<file path="config.mk">
export PLATFORM = sky130hd
export DESIGN_NAME = neigh_gen
export DESIGN_NICKNAME = d
export VERILOG_FILES = /design/src/rtl/neigh_gen.sv
export SDC_FILE = /design/constraint.sdc
export NUM_CORES = 2
export LEC_CHECK = 0
export CAP_MARGIN = 40
export CORE_MARGIN = 4
export CORE_UTILIZATION = 50
export DETAILED_ROUTE_END_ITERATION = 7
export PLACE_DENSITY = 0.62
export SLEW_MARGIN = 10
export SYNTH_ARGS = -nofsm -noshare
export SYNTH_HDL_FRONTEND = slang
export SYNTH_SLANG_ARGS = --single-unit
</file>
<file path="constraint.sdc">
create_clock -name clk -period 11.2 [get_ports clk]
set_input_delay 1.68 -clock clk [delete_from_list [all_inputs] [get_ports clk]]
set_output_delay 1.68 -clock clk [all_outputs]
set_load 0.01 [all_outputs]
</file>
<file path="src/rtl/neigh_gen.sv">
// Raster-to-neighbourhood front end: two line buffers produce {top, bot, left, right} per pixel.
// Optional build macro NEIGH_ZERO_PAD_EN: out-of-frame neighbours become 0 instead of the center value.
module neigh_gen #(
  parameter int PIX_W = 8,
  parameter int IMG_W = 160,
  parameter int IMG_H = 120
) (
  input  logic               clk,
  input  logic               rst,
  input  logic               i_valid,
  input  logic [PIX_W-1:0]   i_pixel,
  output logic               i_ready,
  output logic               o_valid,
  output logic [4*PIX_W-1:0] pixel,
  output logic               o_eol,
  output logic               o_last
);

  localparam int XW = (IMG_W > 1) ? $clog2(IMG_W) : 1;
  localparam int YW = (IMG_H > 1) ? $clog2(IMG_H) : 1;
  localparam logic [XW-1:0] X_LAST = XW'(IMG_W - 1);
  localparam logic [YW-1:0] Y_LAST = YW'(IMG_H - 1);
  localparam logic [YW-1:0] Y_ONE  = YW'(1);

  typedef enum logic [1:0] {S_FILL, S_RUN, S_FLUSH} state_e;

  state_e          state_q, state_d;
  logic [XW-1:0]   x_q, x_d;
  logic [YW-1:0]   y_q, y_d;

  // line_cur holds the row above the incoming one, line_prev the row above that.
  logic [PIX_W-1:0] line_cur  [IMG_W];
  logic [PIX_W-1:0] line_prev [IMG_W];
  logic [PIX_W-1:0] left_q;

  logic               o_valid_q, eol_q, last_q;
  logic [4*PIX_W-1:0] pixel_q;

  logic               xfer, emit;
  logic [XW-1:0]      right_idx;
  logic [PIX_W-1:0]   center, pad;
  logic [PIX_W-1:0]   top_n, bot_n, left_n, right_n;
  logic               top_oof, bot_oof, left_oof, right_oof;

  assign i_ready = (state_q != S_FLUSH);
  assign xfer    = i_valid && (state_q != S_FLUSH);
  assign emit    = ((state_q == S_RUN) && xfer) || (state_q == S_FLUSH);

  // NOTE: every combinational output gets a default first so no path infers a latch.
  always_comb begin
    state_d = state_q;
    x_d     = x_q;
    y_d     = y_q;
    unique case (state_q)
      S_FILL: if (xfer) begin
        if (x_q == X_LAST) begin
          x_d     = '0;
          y_d     = y_q + 1'b1;
          state_d = S_RUN;
        end else begin
          x_d = x_q + 1'b1;
        end
      end
      S_RUN: if (xfer) begin
        if (x_q == X_LAST) begin
          x_d = '0;
          if (y_q == Y_LAST) begin
            y_d     = '0;
            state_d = S_FLUSH;
          end else begin
            y_d = y_q + 1'b1;
          end
        end else begin
          x_d = x_q + 1'b1;
        end
      end
      S_FLUSH: begin
        if (x_q == X_LAST) begin
          x_d     = '0;
          state_d = S_FILL;
        end else begin
          x_d = x_q + 1'b1;
        end
      end
      default: state_d = S_FILL;
    endcase
  end

  // In FLUSH the column counter walks the stored last row; no writes happen then.
  always_comb begin
    right_idx = (x_q == X_LAST) ? x_q : x_q + 1'b1;
    center    = line_cur[x_q];
    top_oof   = (state_q == S_RUN) && (y_q == Y_ONE);
    bot_oof   = (state_q == S_FLUSH);
    left_oof  = (x_q == '0);
    right_oof = (x_q == X_LAST);
`ifdef NEIGH_ZERO_PAD_EN
    pad       = '0;
`else
    pad       = center;
`endif
    top_n     = top_oof   ? pad : line_prev[x_q];
    bot_n     = bot_oof   ? pad : i_pixel;
    left_n    = left_oof  ? pad : left_q;
    right_n   = right_oof ? pad : line_cur[right_idx];
  end

  // NOTE: sequential state uses non-blocking assignments so all registers update together.
  always_ff @(posedge clk) begin
    if (rst) begin
      state_q   <= S_FILL;
      x_q       <= '0;
      y_q       <= '0;
      o_valid_q <= 1'b0;
      pixel_q   <= '0;
      eol_q     <= 1'b0;
      last_q    <= 1'b0;
    end else begin
      state_q   <= state_d;
      x_q       <= x_d;
      y_q       <= y_d;
      o_valid_q <= emit;
      eol_q     <= emit && right_oof;
      last_q    <= emit && bot_oof && right_oof;
      if (emit) pixel_q <= {top_n, bot_n, left_n, right_n};
    end
  end

  // NOTE: line buffers are deliberately not reset; row 0 of every frame overwrites them before use.
  always_ff @(posedge clk) begin
    if (xfer) begin
      line_prev[x_q] <= center;
      line_cur[x_q]  <= i_pixel;
    end
    // left_q carries the center of the previous column, since line_cur[x-1] is already overwritten.
    if (xfer || (state_q == S_FLUSH)) left_q <= center;
  end

  assign o_valid = o_valid_q;
  assign pixel   = pixel_q;
  assign o_eol   = eol_q;
  assign o_last  = last_q;

endmodule
</file>
# Word level (Yosys, flattened, before mapping)
# Memory sizes are Yosys's and may differ from the RTL's. A register that Yosys moved wholly into a read port is not among the register bits.
# Cells that the tools add are included.
[word_totals]
reg_bits = 60
latchBits = 0
ramBits = 2560
rom_bits = 0
out_inout_bits = 36
elab_cells = 68
n_memories = 2
[classes]
add_sub_neg = 2
n_mul = 0
n_div = 0
n_lt_le_gt_ge = 0
n_eq_ne = 13
shifts = 0
muxes = 27
n_bitwise = 0
reduce_logical = 16
[mem_list]
columns = ["name", "words", "width", "read_ports", "rd_ports_with_merged_regs", "write_ports", "line_no", "text"]
rows = [
  ["line_cur", 160, 8, 2, 1, 1, "32", "logic [PIX_W-1:0] line_cur [IMG_W];"],
  ["line_prev", 160, 8, 1, 1, 1, "33", "logic [PIX_W-1:0] line_prev [IMG_W];"],
]
[ops]
columns = ["op", "count"]
rows = [
  ["$mux 8", 11],
  ["$mux 7", 5],
  ["$pmux 8 s2", 1],
  ["$pmux 7 s2", 1],
  ["$mux 2", 6],
  ["$ne 2x2->1 const B", 5],
  ["$add 8x1->8 const B", 1],
  ["$eq 8x8->1 const B", 1],
  ["$logic_not 8->1", 1],
  ["$add 7x1->7 const B", 1],
  ["$eq 7x1->1 const B", 1],
  ["$eq 7x7->1 const B", 1],
  ["$logic_and 1x1->1", 6],
  ["$ne 2x1->1 const B", 3],
  ["$pmux 2 s3", 1],
  ["$reduce_and 6->1", 1],
  ["$reduce_and 5->1", 1],
  ["$reduce_bool 2->1", 2],
  ["$eq 2x1->1 const B", 1],
  ["$eq 2x2->1 const B", 1],
  ["$logic_not 2->1", 1],
  ["$logic_or 1x1->1", 2],
  ["$mux 1", 2],
  ["$reduce_and 2->1", 1],
  ["$reduce_or 2->1", 1],
]

# Longest topological paths before layout
[logic_depth]
ltp_word = 6
mapped_depth = 19
depth_no_buf = 14

# Worst setup path after synthesis
# Ideal clock, no wire load.
[synth_path]
path_type = "flip-flop to flip-flop"
from = "register (tool-made name)"
to = "register left_q[6], data pin"
setup_ps = 1195
arrival_time_ps = 6752
setup_slack_ps = 3253
path_stages_with_launch = 9
n_path_buf = 4
path_cell_list = "dfxtp_1 > buf_2 > buf_2 > buf_2 > buf_1 > mux4_2 > mux4_2 > nand2_1 > a31oi_1"
[synth_lines]
columns = ["element", "line_no", "text"]
rows = [
  ["to (signal assigned)", "136", "if (xfer || (state_q == S_FLUSH)) left_q <= center;"],
  ["to (decl)", "34", "logic [PIX_W-1:0] left_q;"],
]

# Worst setup path after layout
[layout_path]
from = "register x_q[1]"
to = "register pixel_q[6], in the netlist pixel[6]"
[layout_between]
elab_chain_len = 4
[layout_lines]
columns = ["element", "line_no", "text"]
rows = [
  ["from (decl)", "28", "logic [XW-1:0] x_q, x_d;"],
  ["from (signal assigned)", "112", "x_q <= '0;"],
  ["from (signal assigned)", "120", "x_q <= x_d;"],
  ["$add 8x1->8 / $eq 8x8->1 (equally long branches)", "91, 96", ""],
  ["$mux 8", "91", "right_idx = (x_q == X_LAST) ? x_q : x_q + 1'b1;"],
  ["$mem_v2 160x8", "--", ""],
  ["$mux 8 (*)", "105", "right_n = right_oof ? pad : line_cur[right_idx];"],
  ["to (signal assigned)", "125", "if (emit) pixel_q <= {top_n, bot_n, left_n, right_n};"],
  ["to (decl)", "37", "logic [4*PIX_W-1:0] pixel_q;"],
]
# Mark *: on every way between the ends. The rest lies on a longest branch, timed or not.
# A chain may end at the register's enable or synchronous reset.

==> out/qor.json <==
{
  "fin_tns_setup": {"value": 0, "unit": "ns"},
  "clockRootBuffer": {"value": "clkbuf_16"},
  "numClockSinks": {"value": 2628},
  "synth_seq_area_share": {"value": 0.6930},
  "post-layout-total-power": {"value": 22.27, "unit": "mW"},
  "die_width": {"value": 483.4, "unit": "um"},
  "pre_cts_ws": {"value": 4.770, "unit": "ns"},
  "power.density": {"value": 172.8, "unit": "nW/um^2"},
  "timing.setup.critical_path_class": {"value": "flop to flop"},
  "syn-num-nets": {"value": 6296},
  "ys_ff_latch": {"value": 2628},
  "power.ir.vdd_worst": {"value": 0.1306, "unit": "mV"},
  "max_slew.worst_pin.slew": {"value": 1.038, "unit": "ns"},
  "tritoncts.num_buffers": {"value": 293},
  "final_cell_mix": {"value": "edfxtp_1 (2568), mux4_2 (781), nand2_1 (510)"},
  "final_nets": {"value": 6543},
  "netlist_instances": {"value": 6278},
  "layout_worst_path_cycle_share": {"value": 0.6096},
  "max_stage_delay_cell_worst_path": {"value": "a22o_2"},
  "routabilityCongestion": {"value": 1.012},
  "grt_use_total": {"value": 0.3293},
  "detailroute.via_count": {"value": 68716},
  "cp_slowest_stage_delay": {"value": 0.83, "unit": "ns"},
  "timing.final.ws_setup": {"value": 4.373, "unit": "ns"},
  "drc": {"value": 0},
  "synth_area": {"value": 113000, "unit": "um^2"},
  "ctsLongestPathBuffers": {"value": 4},
  "clock_insertion_delay_worst_skew": {"value": 0.97, "unit": "ns"},
  "portBuffers": {"value": 46},
  "dr.pass1.iters": {"value": 6},
  "timing.critical_path.from": {"value": "x_q[1]$_SDFFE_PP0N_"},
  "grt_start_max_net_pins": {"value": 147},
  "fp.dieArea": {"value": 233700, "unit": "um^2"},
  "dpl.cell_count": {"value": 9210},
  "max_capacitance_violation_total": {"value": 0},
  "worstPathRequired": {"value": 12.02, "unit": "ns"},
  "cts_tree": {"value": "yes"},
  "die_height": {"value": 483.4, "unit": "um"},
  "postSynth.topFlopCell": {"value": "edfxtp_1"},
  "finClkSkew": {"value": 0.05144, "unit": "ns"},
  "worst_r2r_startpoint": {"value": "x_q[1]$_SDFFE_PP0N_"},
  "routed_wl": {"value": 390.0, "unit": "mm"},
  "crit_buf_inv": {"value": 4},
  "layout_min_cycle_time": {"value": 6.827, "unit": "ns"},
  "overflow": {"value": 0},
  "setup_viol": {"value": 0},
  "post_synth.cell_area_avg": {"value": 18.00, "unit": "um^2"},
  "route.antenna.remaining_nets": {"value": 0},
  "layout_commonest_cell": {"value": "edfxtp_1"},
  "end_kind": {"value": "flop"},
  "kind_of_start_point_of_the_critical_path": {"value": "flop"},
  "max_freq": {"value": 0.1465, "unit": "GHz"},
  "critPathTopFamily": {"value": "compound AO/OA/AOI/OAI gates"},
  "floorplan.core_area": {"value": 224900, "unit": "um^2"},
  "drive_gt1_frac": {"value": 0.2625},
  "design.portCount": {"value": 47},
  "start_util": {"value": 0.5025},
  "hold_start": {"value": "pixel[26]$_SDFFE_PP0N_"},
  "share_of_synthesized_registers_carrying_an_async_set_or_reset": {"value": 0},
  "yosysUniqueCellTypes": {"value": 89},
  "fin_cells": {"value": 9737},
  "routed_via_density": {"value": 7.057},
  "timing.hold.ws": {"value": 0.4778, "unit": "ns"},
  "detail_route.iter0.violations": {"value": 11582},
  "total_setup_buffers_inserted_after_cts": {"value": 0},
  "leakage_dissipation": {"value": 39.76, "unit": "nW"},
  "cts.reportedPaths.clkPinSlew": {"value": 0.06, "unit": "ns"},
  "timing_hold_violations_final": {"value": 0},
  "timing_max_transition_violations_final": {"value": 0},
  "wire_length_of_the_first_global_routing_pass": {"value": 536.1, "unit": "mm"},
  "antenna_violations_before_repair": {"value": 27},
  "row_count": {"value": 174},
  "outcome": {"value": "finished clean"},
  "post_cts_resized": {"value": 0},
  "routed_wire_length_per_instance": {"value": 40.05, "unit": "um"},
  "sequential_cell_area": {"value": 78330, "unit": "um^2"},
  "worst_path_most_repeated_cell": {"value": "buf_4"},
  "worst_ep_arrival_time": {"value": 7.64, "unit": "ns"},
  "multi_input_area": {"value": 33140, "unit": "um^2"},
  "first_global_vias": {"value": 66099},
  "ctsHoldBuffers": {"value": 0},
  "path_max_fanout": {"value": 32},
  "yosysWarnings": {"value": 0},
  "clock_tree.htree_level_count": {"value": 5},
  "areaGrowthSynthToFinish": {"value": 14.07, "unit": "%"},
  "synth_enable_flop_cells": {"value": 2568},
  "rsz_0062_raised_after_global_routing": {"value": "no"},
  "worst_hold_path_type": {"value": "flop to flop"},
  "cp_cell_instances": {"value": "buf_4 > ha_1 > nand3_1 > nor2_2 > inv_1 > ha_4 > buf_4 > a22o_2 > buf_4 > a211oi_1 > a22oi_1 > o32a_1 > nor4bb_1 > a311oi_1"},
  "worst_slew_margin_rel": {"value": 0.3055},
  "place_hpwl": {"value": 237.0, "unit": "mm"},
  "nFillCells": {"value": 16718}
}
layout make-up:
type / count / share of cell area
Tap cell: 2992 / 0.02904
Multi-Input combinational cell: 3177 / 0.2571
Inverter: 25 / 0.0008444
Clock inverter: 150 / 0.01030
Sequential cell: 2628 / 0.6077
Clock buffer: 352 / 0.06006
Timing Repair Buffer: 400 / 0.03478
Antenna cell: 13 / 0.0002524
worst register-to-register path, delay by kind of cell, from the launching register on:
family | cells | cell delay, ns
AND/OR/NAND/NOR | 3 | 1.17
flip-flops | 1 | 0.31
AO/OA/AOI/OAI | 5 | 2.06
adder cells (fa/ha/maj) | 2 | 1.33
buffers and inverters | 4 | 1.83
state kept, by name, summed over array words and instances, names as in the netlist, named ones only:
signal	cells
o_last	1
line_cur	1280
o_valid	1
y_q	7
pixel	32
left_q	8
state_q	2
o_eol	1
line_prev	1280
x_q	8
kinds of logic (layout without fill, tap and decap cells):
kind of cell    after synthesis  count (layout)  synth area share
mux                        1144            1144            0.1880
fa+ha+maj                     7               7         0.0007750
simple gates               1155            1155           0.04563
compound gates              854             854           0.04983
xor+xnor                     17              17          0.001318
other cells                   0              13                 0
buf+inv                     473             927           0.02144
flops                      2628            2628            0.6930
cells in the mapped netlist, types with 9 or more instances:
| cell | instances | area share |
|---|---|---|
| buf_2 | 139 | 0.0062 |
| buf_6 | 24 | 0.0024 |
| a31oi_1 | 74 | 0.0041 |
| a22o_1 | 16 | 0.0012 |
| inv_1 | 24 | 0.00080 |
| nand3_1 | 109 | 0.0048 |
| nand2b_1 | 17 | 0.00094 |
| xor2_1 | 9 | 0.00070 |
| buf_1 | 37 | 0.0012 |
| clkbuf_1 | 170 | 0.0056 |
| a221oi_1 | 21 | 0.0016 |
| a211oi_1 | 60 | 0.0040 |
| o21ai_0 | 125 | 0.0055 |
| o211ai_1 | 24 | 0.0016 |
| nand2_1 | 515 | 0.017 |
| nor4_1 | 43 | 0.0024 |
| a311oi_1 | 16 | 0.0012 |
| or4_1 | 10 | 0.00066 |
| mux4_2 | 781 | 0.16 |
| a2111oi_0 | 14 | 0.0011 |
| or3_1 | 9 | 0.00050 |
| a32oi_1 | 26 | 0.0020 |
| a21oi_1 | 203 | 0.0090 |
| dfxtp_1 | 60 | 0.011 |
| o22ai_1 | 112 | 0.0062 |
| nor3_1 | 36 | 0.0016 |
| mux2i_1 | 345 | 0.031 |
| and3_1 | 50 | 0.0028 |
| edfxtp_1 | 2568 | 0.68 |
| o221ai_1 | 21 | 0.0016 |
| mux2_2 | 17 | 0.0017 |
| nor2_1 | 279 | 0.0093 |
| nand4_1 | 29 | 0.0016 |
| buf_4 | 78 | 0.0052 |
| a22oi_1 | 49 | 0.0033 |
| nor2b_1 | 20 | 0.0011 |
layer usage:
layer / GRT usage / part of all wire / up-vias
met1: 0.4478 / 0.36 / 35776
met5: 0 / 0.00024 / -
met3: 0.1100 / 0.14 / 1148
li1: - / - / 26495
met4: 0.1756 / 0.066 / 14
met2: 0.4735 / 0.43 / 5283
metrics by stage:
stage	instance area, um^2	util
after global routing	128900	0.5731
after global placement	117900	0.5244
after CTS	128600	0.5719
after detailed placement	119500	0.5316
final	128900	0.5732
after floorplan	113000	-
power by group:
part           internal (mW)  total [mW]  switching (mW)
Sequential              11.0        11.0          0.0171
Clock                   5.43        9.31            3.88
Combinational          0.660        1.97            1.31
Total                   17.1        22.3            5.20
path summary, 6_finish.rpt:
kind,to,slack (ns),cells past startpoint
max,pixel[6]$_SDFFE_PP0N_,4.37,14
min,pixel[26]$_SDFFE_PP0N_,0.48,2
max reg2reg,pixel[6]$_SDFFE_PP0N_,4.37,14
min reg2reg,pixel[26]$_SDFFE_PP0N_,0.48,2
Note: power is estimated with default switching activity, not from simulation.
